[config.mk]
export PLATFORM = sky130hd
export DESIGN_NAME = calc1_port_responder
export DESIGN_NICKNAME = d
export VERILOG_FILES = /design/src/rtl/calc1_port_responder.sv
export SDC_FILE = /design/constraint.sdc
export NUM_CORES = 1
export LEC_CHECK = 0
export ABC_AREA = 0
export BUFFER_PORTS_ARGS = -buffer_cell sky130_fd_sc_hd__buf_2
export CORE_UTILIZATION = 40
export CTS_BUF_LIST = sky130_fd_sc_hd__clkbuf_4
export CTS_CLUSTER_DIAMETER = 60
export DETAILED_ROUTE_END_ITERATION = 7
export PLACE_DENSITY_LB_ADDON = 0.12
export SETUP_SLACK_MARGIN = 0.02
export SLEW_MARGIN = 10
export SYNTH_ARGS = -nofsm -noshare
export SYNTH_HDL_FRONTEND = slang
export SYNTH_SLANG_ARGS = --single-unit
[constraint.sdc]
create_clock -name c_clk -period 4.2 [get_ports c_clk]
set_input_delay 0.42 -clock c_clk [delete_from_list [all_inputs] [get_ports c_clk]]
set_output_delay 0.42 -clock c_clk [all_outputs]
set_load 0.05 [all_outputs]
[src/rtl/calc1_port_responder.sv]
// calc1_port_responder: responder end of the calc1 two-cycle request/response port.
// Optional feature macro CALC1_SHIFT_EN: when defined, commands 5/6 execute as shifts.
module calc1_port_responder #(
  parameter int EXEC_LAT = 3,
  parameter int DATA_W   = 32
) (
  input  logic              c_clk,
  input  logic              reset_n,
  input  logic [0:3]        req_cmd_in,
  input  logic [0:DATA_W-1] req_data_in,
  output logic [0:1]        out_resp,
  output logic [0:DATA_W-1] out_data,
  output logic              out_busy
);

  localparam logic [1:0] RESP_NONE = 2'd0;
  localparam logic [1:0] RESP_OK   = 2'd1;
  localparam logic [1:0] RESP_ERR  = 2'd2;

  localparam logic [3:0] CMD_ADD = 4'd1;
  localparam logic [3:0] CMD_SUB = 4'd2;
`ifdef CALC1_SHIFT_EN
  localparam logic [3:0] CMD_SHL = 4'd5;
  localparam logic [3:0] CMD_SHR = 4'd6;
`endif

  localparam logic [3:0] LAT_LOAD = 4'(EXEC_LAT - 1);

  typedef enum logic [1:0] {
    IDLE,
    OP2,
    EXEC,
    RESP
  } state_t;

  // Returns {resp, data}; any failing or unknown command yields {RESP_ERR, 0}.
  function automatic logic [DATA_W+1:0] execute(
    input logic [3:0]        cmd,
    input logic [DATA_W-1:0] a,
    input logic [DATA_W-1:0] b
  );
    logic [DATA_W:0]   wide;
    logic [1:0]        resp;
    logic [DATA_W-1:0] data;
    resp = RESP_ERR;
    data = '0;
    wide = '0;
    case (cmd)
      CMD_ADD: begin
        wide = {1'b0, a} + {1'b0, b};
        if (!wide[DATA_W]) begin
          resp = RESP_OK;
          data = wide[DATA_W-1:0];
        end
      end
      CMD_SUB: begin
        if (b <= a) begin
          resp = RESP_OK;
          data = a - b;
        end
      end
`ifdef CALC1_SHIFT_EN
      CMD_SHL: begin
        resp = RESP_OK;
        data = a << b[4:0];
      end
      CMD_SHR: begin
        resp = RESP_OK;
        data = a >> b[4:0];
      end
`endif
      default: ;
    endcase
    return {resp, data};
  endfunction

  state_t            state_q, state_d;
  logic [3:0]        cmd_q, cmd_d;
  logic [DATA_W-1:0] op1_q, op1_d;
  logic [DATA_W-1:0] op2_q, op2_d;
  logic [3:0]        cnt_q, cnt_d;
  logic [1:0]        resp_q, resp_d;
  logic [DATA_W-1:0] data_q, data_d;
  logic              busy_q, busy_d;

  always_ff @(posedge c_clk or negedge reset_n) begin
    if (!reset_n) begin
      state_q <= IDLE;
      cmd_q   <= '0;
      op1_q   <= '0;
      op2_q   <= '0;
      cnt_q   <= '0;
      resp_q  <= RESP_NONE;
      data_q  <= '0;
      busy_q  <= 1'b0;
    end else begin
      state_q <= state_d;
      cmd_q   <= cmd_d;
      op1_q   <= op1_d;
      op2_q   <= op2_d;
      cnt_q   <= cnt_d;
      resp_q  <= resp_d;
      data_q  <= data_d;
      busy_q  <= busy_d;
    end
  end

  // Response registers default to idle so RESP lasts exactly one cycle.
  always_comb begin
    state_d = state_q;
    cmd_d   = cmd_q;
    op1_d   = op1_q;
    op2_d   = op2_q;
    cnt_d   = cnt_q;
    resp_d  = RESP_NONE;
    data_d  = '0;
    busy_d  = busy_q;
    case (state_q)
      IDLE: begin
        if (req_cmd_in != 4'd0) begin
          cmd_d   = req_cmd_in;
          op1_d   = req_data_in;
          busy_d  = 1'b1;
          state_d = OP2;
        end
      end
      OP2: begin
        op2_d   = req_data_in;
        cnt_d   = LAT_LOAD;
        state_d = EXEC;
      end
      EXEC: begin
        if (cnt_q == 4'd0) begin
          {resp_d, data_d} = execute(cmd_q, op1_q, op2_q);
          state_d = RESP;
        end else begin
          cnt_d = cnt_q - 4'd1;
        end
      end
      RESP: begin
        busy_d  = 1'b0;
        state_d = IDLE;
      end
      default: state_d = IDLE;
    endcase
  end

  assign out_resp = resp_q;
  assign out_data = data_q;
  assign out_busy = busy_q;

endmodule

==> flow_summary.yaml, run 1 <==
status:
  run_status: "completed"
cts:
  clk_path_buf_depth: 2
  cts_inserted_buffers: 9
  tritoncts: "done"
  clock_latency_ns: 0.53
  clkSinkCount: 109
  root_buffer: "clkbuf_4"
  clkTransAtPathRegs_ns: 0.19
  htreeDepth: 3
setup_path:
  worstSetupPathType: "reg -> reg"
  worstSetupEndpointType: "flip-flop"
  path_max_fanout: 16
  critPathArrivalTime_ns: 4.03
  critPathLaunchType: "flip-flop"
  cp.required_ns: 4.63
floorplan:
  die_w_um: 141
  fp-row-count: 50
  start_util: 0.412
  io_pins: 73
  die_y_um: 141
  core_um2: 18900
  dieArea_um2: 20000
drt:
  drt_wl_total_um: 22300
  drt_iter0_markers: 577
  vias: 6900
  drt-pass1-iter-count: 7
  avgViaCountPerCell: 5.73
  drc: 0
  wire_per_inst_um: 18.6
  ant_nets: 0
logic_synthesis:
  netlist_top_cells_area: "dfrtp_1, ha_1, mux2_2"
  synth_seq_cells: 109
  synth_cell_types: 77
  syn_area_um2: 7780
  synthTopCellsByCount: "dfrtp_1, a21oi_1, nand2_1, nor2_1, ha_1"
  ys_seq_area_frac: 0.351
  ys_warn_count: 0
  netlist.area_leader.share: 0.351
  yosysTopAreaCell: "dfrtp_1"
  syn_area_per_cell_um2: 8.73
  synth_ff_type: "dfrtp_1"
  syn-instance-count: 891
  syn_nets: 1001
  yosysMostFrequentCell: "dfrtp_1"
  synth_edf_count: 0
  synthArstFlopShare: 1.00
run:
  max-cap-violations: 0
global_routing:
  grt_max_degree: 40
  grt_usage: 0.233
  grt_overflow_total: 0
  grt_pass1_vias: 6646
  antenna_found_initial: 1
  grt_pass1_wl_um: 36200
sta:
  rsz0062_at_grt: "false"
  finalHoldViolations: 0
  drv_slew: 0
  setup-tns-final_ns: 0
  fmax_mhz: 278
  period_share: 0.856
  worst_pin_slew_ns: 0.760
  min_period_ns: 3.60
  maxSlewHeadroom: 0.491
  skew_ns: 0.0227
  finalSetupViolCount: 0
placement:
  io_buffers: 72
  gp_congestion: 0.924
  detailed_place_hpwl_um: 16700
cells_and_area:
  syn_to_final_growth_pct: 10.1
  nNetsFinal: 1048
  drive_gt1_frac: 0.166
  filler_cell_count: 1926
hold_path:
  hold_path.class: "in -> reg"
-- final timing paths --
check                           slack, ns  cells past startpoint            start            to
worst max-delay path                 0.60                     13         op2_q[0]  out_data[21]
worst min-delay path                 0.09                      3  req_data_in[28]      op2_q[3]
worst max register to register       0.60                     13         op2_q[0]  out_data[21]
worst min register to register       0.56                      2         out_busy      out_busy
max in group asynchronous            2.92                      3          reset_n   out_data[4]
min in group asynchronous            0.37                      2          reset_n     op1_q[10]
-- sequential cells by signal (all words and copies together), names as in the netlist --
| register | flops |
|---|---|
| op1_q | 32 |
| op2_q | 32 |
| out_data | 32 |
| cmd_q | 4 |
| cnt_q | 4 |
| out_resp | 2 |
| state_q | 2 |
| out_busy | 1 |
-- stage by stage --
stage / instance area, µm² / instances / hold WS [ns] / setup slack (ns) / utilization
floorplan: 7780 / 891 / 0.124 / 1.20 / -
global placement: 8380 / 1186 / 0.405 / 0.744 / 0.443
detailed placement: 8380 / 1186 / 0.402 / 0.704 / 0.443
CTS: 8560 / 1203 / 0.0718 / 0.645 / 0.453
global route: 8560 / 1204 / 0.0456 / 0.413 / 0.453
finish: 8560 / 1204 / 0.0862 / 0.604 / 0.453
-- layout make-up --
| class | instances | area (µm²) | share of cell area |
|---|---|---|---|
| tap | 260 | 325 | 0.0380 |
| sequential | 109 | 2730 | 0.319 |
| antenna | 1 | 2.50 | 0.000292 |
| clock inverter | 7 | 105 | 0.0123 |
| inverter | 70 | 263 | 0.0307 |
| multi-input combinational | 660 | 4570 | 0.534 |
| timing repair buffer | 88 | 498 | 0.0582 |
| clock buffer | 9 | 67.6 | 0.00789 |
-- per-layer routing --
| layer | vias to the layer above | track usage | part of all wire |
|---|---|---|---|
| li1 | 3325 | - | - |
| met1 | 3358 | 0.338 | 0.50 |
| met2 | 188 | 0.352 | 0.44 |
| met3 | 29 | 0.0469 | 0.052 |
| met4 | 0 | 0.0594 | 0.015 |
| met5 | - | 0 | 0 |
-- cells in the final DEF, fill, tap and decap left out, types with 4 or more instances in the layout --
master and n:
nor2b_1 5, o221a_1 4, a221oi_1 4, o21ai_1 4, buf_2 71, o22a_1 5
ha_1 69, o21bai_1 8, a211oi_1 11, and3_1 4, or4_1 5, a31oi_1 11
mux2_2 34, nor3_1 16, o21a_1 10, inv_1 66, nand3_1 14, o221ai_1 4
dfrtp_1 109, o22ai_1 5, a22o_1 5, o31ai_1 16, nor2_1 76, nand2b_1 6
a21o_1 9, inv_2 4, nand2_1 76, o211ai_1 4, nor4_1 8, a2bb2oi_1 10
mux2i_1 4, a221o_1 4, a21oi_1 76, clkbuf_4 9, o21ai_0 67, nor3b_1 4
a32oi_1 8, buf_4 15, nand4_1 15
-- what timing repair did --
action                     in CTS  in global routing
hold endpoints to repair       32                  0
resized for setup               0                  0
setup endpoints to repair       0                  0
hold buffers                    1                  0
setup buffers                   0                  0
-- cell families (layout without fill, tap and decap cells) --
kind of cell / after synthesis / in the layout / share of synthesized area
compound gates: 299 / 299 / 0.262
xor+xnor: 2 / 2 / 0.00225
fa+ha+maj: 72 / 72 / 0.118
buf+inv: 122 / 174 / 0.0629
flops: 109 / 109 / 0.351
mux: 38 / 38 / 0.0544
other cells: 0 / 1 / 0
simple gates: 249 / 249 / 0.151
-- critical path, stage by stage (launching register included) --
cell	delay (ns)
dfrtp_1	0.41
ha_1	0.17
inv_1	0.05
fa_1	0.42
nor2_2	0.18
o221ai_2	0.16
a2111oi_4	0.46
a22oi_2	0.17
o2111ai_2	0.24
a211oi_2	0.12
o21ai_2	0.38
buf_4	0.33
o32ai_1	0.12
mux2_2	0.27
Power of run 1 is not shown: default switching activity piles up to over one toggle a cycle in this logic, so the estimate is an artifact.
==> run 2, diff against run 1 <==
--- a/config.mk
+++ b/config.mk
@@ -11,6 +11,7 @@
 export CTS_BUF_LIST = sky130_fd_sc_hd__clkbuf_4
 export CTS_CLUSTER_DIAMETER = 60
 export DETAILED_ROUTE_END_ITERATION = 7
+export GPL_ROUTABILITY_DRIVEN = 1
 export PLACE_DENSITY_LB_ADDON = 0.12
 export SETUP_SLACK_MARGIN = 0.02
 export SLEW_MARGIN = 10
==> constraint.sdc (replaced) <==
create_clock -name c_clk -period 4.2 [get_ports c_clk]
set_input_delay 0 -clock c_clk [delete_from_list [all_inputs] [get_ports c_clk]]
set_output_delay 0 -clock c_clk [all_outputs]
set_load 0.05 [all_outputs]
==> flow_summary.yaml, run 2 (synthesis gave the netlist of run 1 again) <==
status:
  run_status: "completed"
sta:
  drv_slew: 0
  maxSlewHeadroom: 0.330
  finalSetupViolCount: 0
  period_share: 0.827
  fmax_mhz: 288
  finalHoldViolations: 0
  min_period_ns: 3.47
  worst_pin_slew_ns: 1.01
  setup-tns-final_ns: 0
  skew_ns: 0.0224
  rsz0062_at_grt: "false"
cts:
  clkSinkCount: 109
  htreeDepth: 3
  clk_path_buf_depth: 2
  root_buffer: "clkbuf_4"
  cts_inserted_buffers: 9
  clock_latency_ns: 0.50
  post_cts.repair.setup_buffers: 0
  tritoncts: "done"
  clkTransAtPathRegs_ns: 0.18
setup_path:
  cp.required_ns: 4.61
  worstSetupEndpointType: "flip-flop"
  path_max_fanout: 26
  critPathLaunchType: "flip-flop"
  critPathArrivalTime_ns: 3.88
  worstSetupPathType: "reg -> reg"
hold_path:
  hold_path.class: "in -> async"
global_routing:
  grt_pass1_vias: 6828
  grt_pass1_wl_um: 36300
  grt_overflow_total: 0
  grt_max_degree: 77
  antenna_found_initial: 1
  grt_usage: 0.232
placement:
  io_buffers: 72
  detailed_place_hpwl_um: 16600
  gp_congestion: 0.930
  dp_cells: 1186
drt:
  avgViaCountPerCell: 5.66
  ant_nets: 0
  vias: 7013
  drt-pass1-iter-count: 7
  drt_wl_total_um: 22300
  wire_per_inst_um: 18.0
  drt_iter0_markers: 593
  drc: 0
cells_and_area:
  drive_gt1_frac: 0.159
  nNetsFinal: 1084
  final_common_cell: "dfrtp_1"
  seq_area_um2: 2730
  multi_input_area_um2: 4570
  final_cell_mix: "dfrtp_1, a21oi_1, nor2_1, nand2_1, buf_2"
  filler_cell_count: 1936
  instances_no_fill: 1240
  syn_to_final_growth_pct: 14.8
run:
  max-cap-violations: 0
floorplan:
  core_um2: 18900
  dieArea_um2: 20000
  die_w_um: 141
  start_util: 0.412
  fp-row-count: 50
  io_pins: 73
  die_y_um: 141
run 2: cell types whose count changed in the layout (fill, tap and decap cells not counted):
cell | previous run | this run
buf_4 | 15 | 14
dlygate4sd3_1 | 1 | 37
buf_12 | 1 | 2
inv_8 | 1 | 0
clkinv_1 | 0 | 1
run 2: per-stage QoR:
step / hold WS [ns] / utilization / area, µm² / worst slack, ns
floorplan: -0.296 / - / 7780 / 1.20
global placement: 0.220 / 0.444 / 8390 / 0.863
detailed placement: 0.226 / 0.444 / 8390 / 0.782
CTS: 0.212 / 0.472 / 8930 / 0.752
global route: 0.241 / 0.473 / 8930 / 0.563
finish: 0.189 / 0.473 / 8930 / 0.728
run 2: metal layers:
metal	wire [µm]	share of wire	vias up	track usage
met5	0	0	-	0
met4	361	0.016	0	0.0560
met3	1290	0.058	25	0.0307
met2	9800	0.44	234	0.363
met1	10900	0.49	3360	0.340
li1	-	-	3394	-
run 2: critical path, stage by stage, from the launching register on:
cell and delay [ns]:
dfrtp_1 0.40, ha_1 0.17, inv_1 0.05, fa_1 0.42, nor2_2 0.19, o221ai_2 0.18
a2111oi_4 0.44, a22oi_2 0.17, o2111ai_2 0.23, a211oi_2 0.13, or2_1 0.34, buf_12 0.20
a221o_1 0.32, o311a_1 0.13
run 2: worst paths after layout:
check                                    start           end  slack [ns]  depth (start not counted)
worst max-delay path                  op2_q[0]  out_data[26]        0.73                         13
min in group c_clk              req_data_in[6]     op2_q[25]        0.24                          4
worst min-delay path                   reset_n  out_data[20]        0.19                          2
worst min register to register        out_busy      out_busy        0.56                          2
max in group asynchronous              reset_n    state_q[0]        2.94                          3
worst max register to register        op2_q[0]  out_data[26]        0.73                         13
run 2: what timing repair did:
action / CTS / global route
resized for setup: 0 / 0
endpoints found under the hold margin: 145 / 0
hold buffers: 37 / 0
run 2: final cells by class:
type / instances / area share
diodes: 1 / 0.000280
clock buffers: 9 / 0.00757
clock inverters: 7 / 0.0109
inverters: 70 / 0.0294
multi-input cells: 660 / 0.512
flip-flops and latches: 109 / 0.305
well taps: 260 / 0.0364
repair buffers: 124 / 0.0975
Power of run 2 is left out for the same reason.
==> run 3, diff against run 2 <==
==> constraint.sdc (replaced) <==
create_clock -name c_clk -period 2.8 [get_ports c_clk]
set_input_delay 0 -clock c_clk [delete_from_list [all_inputs] [get_ports c_clk]]
set_output_delay 0 -clock c_clk [all_outputs]
set_load 0.05 [all_outputs]
==> flow_summary.yaml, run 3 (synthesis gave the netlist of run 1 again) <==
drt:
  drt_iter0_markers: 527
  wire_per_inst_um: 17.0
  drc: 0
  drt_wl_total_um: 24800
  drt-pass1-iter-count: 6
  avgViaCountPerCell: 5.40
  ant_nets: 0
  vias: 7857
cts:
  htreeDepth: 3
  cts_inserted_buffers: 9
  clk_path_buf_depth: 2
  tritoncts: "done"
  root_buffer: "clkbuf_4"
  clkSinkCount: 109
  clkTransAtPathRegs_ns: 0.18
  clock_latency_ns: 0.53
sta:
  drv_slew: 0
  skew_ns: 0.0223
  finalHoldViolations: 0
  min_period_ns: 3.11
  fmax_mhz: 321
  finalSetupViolCount: 34
  worst_pin_slew_ns: 0.856
  worst_hold_slack_ns: 0.0983
  maxSlewHeadroom: 0.429
  rsz0062_at_grt: "true"
  setup_ws_ns: -0.313
  period_share: 1.11
global_routing:
  grt_max_degree: 63
  grt_pass1_wl_um: 39400
  grt_overflow_total: 0
  grt_pass1_vias: 7659
  grt_usage: 0.252
  antenna_found_initial: 2
cells_and_area:
  postLayoutCoreUtil: 0.587
  seq_area_um2: 2730
  filler_cell_count: 1782
  multi_input_area_um2: 5030
  final_cell_mix: "buf_4, dfrtp_1, nand2_1"
  nNetsFinal: 1299
  drive_gt1_frac: 0.364
  final_common_cell: "buf_4"
  syn_to_final_growth_pct: 42.6
floorplan:
  start_util: 0.412
  fp-row-count: 50
  io_pins: 73
  die_w_um: 141
  dieArea_um2: 20000
  die_y_um: 141
  core_um2: 18900
setup_path:
  worstSetupPathType: "reg -> reg"
  crit_path_start: "op2_q[0]"
  path_max_fanout: 6
  r2r_start: "op2_q[0]"
  worstSetupEndpointType: "flip-flop"
  cp.required_ns: 3.22
  critPathLaunchType: "flip-flop"
  critPathArrivalTime_ns: 3.53
placement:
  detailed_place_hpwl_um: 18200
  io_buffers: 72
  gp_congestion: 0.926
hold_path:
  hold_path.class: "in -> async"
status:
  violations: "negative setup slack"
  run_status: "finished with violations"
run:
  max-cap-violations: 0
[run 3: cell types whose count changed in the layout (fill, tap and decap cells not counted), moves of 5 or more]
cell       delta
a2bb2oi_2     +7
a211oi_1      -6
a2bb2oi_1     -8
a21oi_1       -7
a21oi_2       +5
a31oi_1       -5
nor2_4        +5
ha_1          -5
a211oi_2      +5
buf_4       +199
nor2_1        -5
buf_6         +8
[run 3: worst paths after layout]
| path | end | slack, ns | depth (start not counted) |
|---|---|---|---|
| max in group asynchronous | cmd_q[1] | 1.95 | 3 |
| min | out_data[22] | 0.1 | 2 |
| max | out_data[21] | -0.31 | 14 |
| min in group c_clk | op2_q[7] | 0.21 | 4 |
| min reg2reg | out_busy | 0.58 | 2 |
| max reg2reg | out_data[21] | -0.31 | 14 |
[run 3: final cells by class]
| class | count | share of cell area |
|---|---|---|
| Antenna cell | 2 | 0.000451 |
| Clock buffer | 10 | 0.00677 |
| Clock inverter | 6 | 0.00338 |
| Inverter | 70 | 0.0239 |
| Multi-Input combinational cell | 660 | 0.453 |
| Sequential cell | 109 | 0.246 |
| Tap cell | 260 | 0.0293 |
| Timing Repair Buffer | 339 | 0.237 |
[run 3: through the flow]
step	area (µm²)	instances	TNS, ns	setup slack (ns)
after floorplan	7790	891	-0.428	-0.141
final	11100	1456	-7.57	-0.313
after global placement	9890	1380	-6.18	-0.485
after CTS	10700	1446	-5.70	-0.260
after global routing	11100	1456	-11.95	-0.438
after detailed placement	9890	1380	-8.60	-0.365
[run 3: what timing repair did]
item | CTS | global route
gates cloned | 1 | 2
pin swaps | 12 | 33
endpoints found under the setup margin | 34 | 34
setup buffers | 13 | 7
endpoints found under the hold margin | 132 | 0
hold buffers | 37 | 0
resized for setup | 37 | 61
[run 3: routing by layer]
layer / up-vias / track usage / part of all wire
li1: 3836 / - / -
met2: 223 / 0.397 / 0.45
met1: 3774 / 0.361 / 0.49
met4: 0 / 0.0781 / 0.014
met3: 24 / 0.0321 / 0.041
met5: - / 0 / 0
[run 3: critical path, stage by stage, from the launching register on]
cell,delay (ns)
dfrtp_1,0.40
ha_2,0.19
inv_2,0.04
fa_2,0.36
nor2_4,0.13
o221ai_4,0.13
a2111oi_4,0.37
a22oi_2,0.13
o2111ai_2,0.23
a211oi_2,0.11
buf_4,0.17
o21ai_4,0.23
buf_12,0.17
o32ai_1,0.08
mux2_4,0.26
Power of run 3 is left out for the same reason.
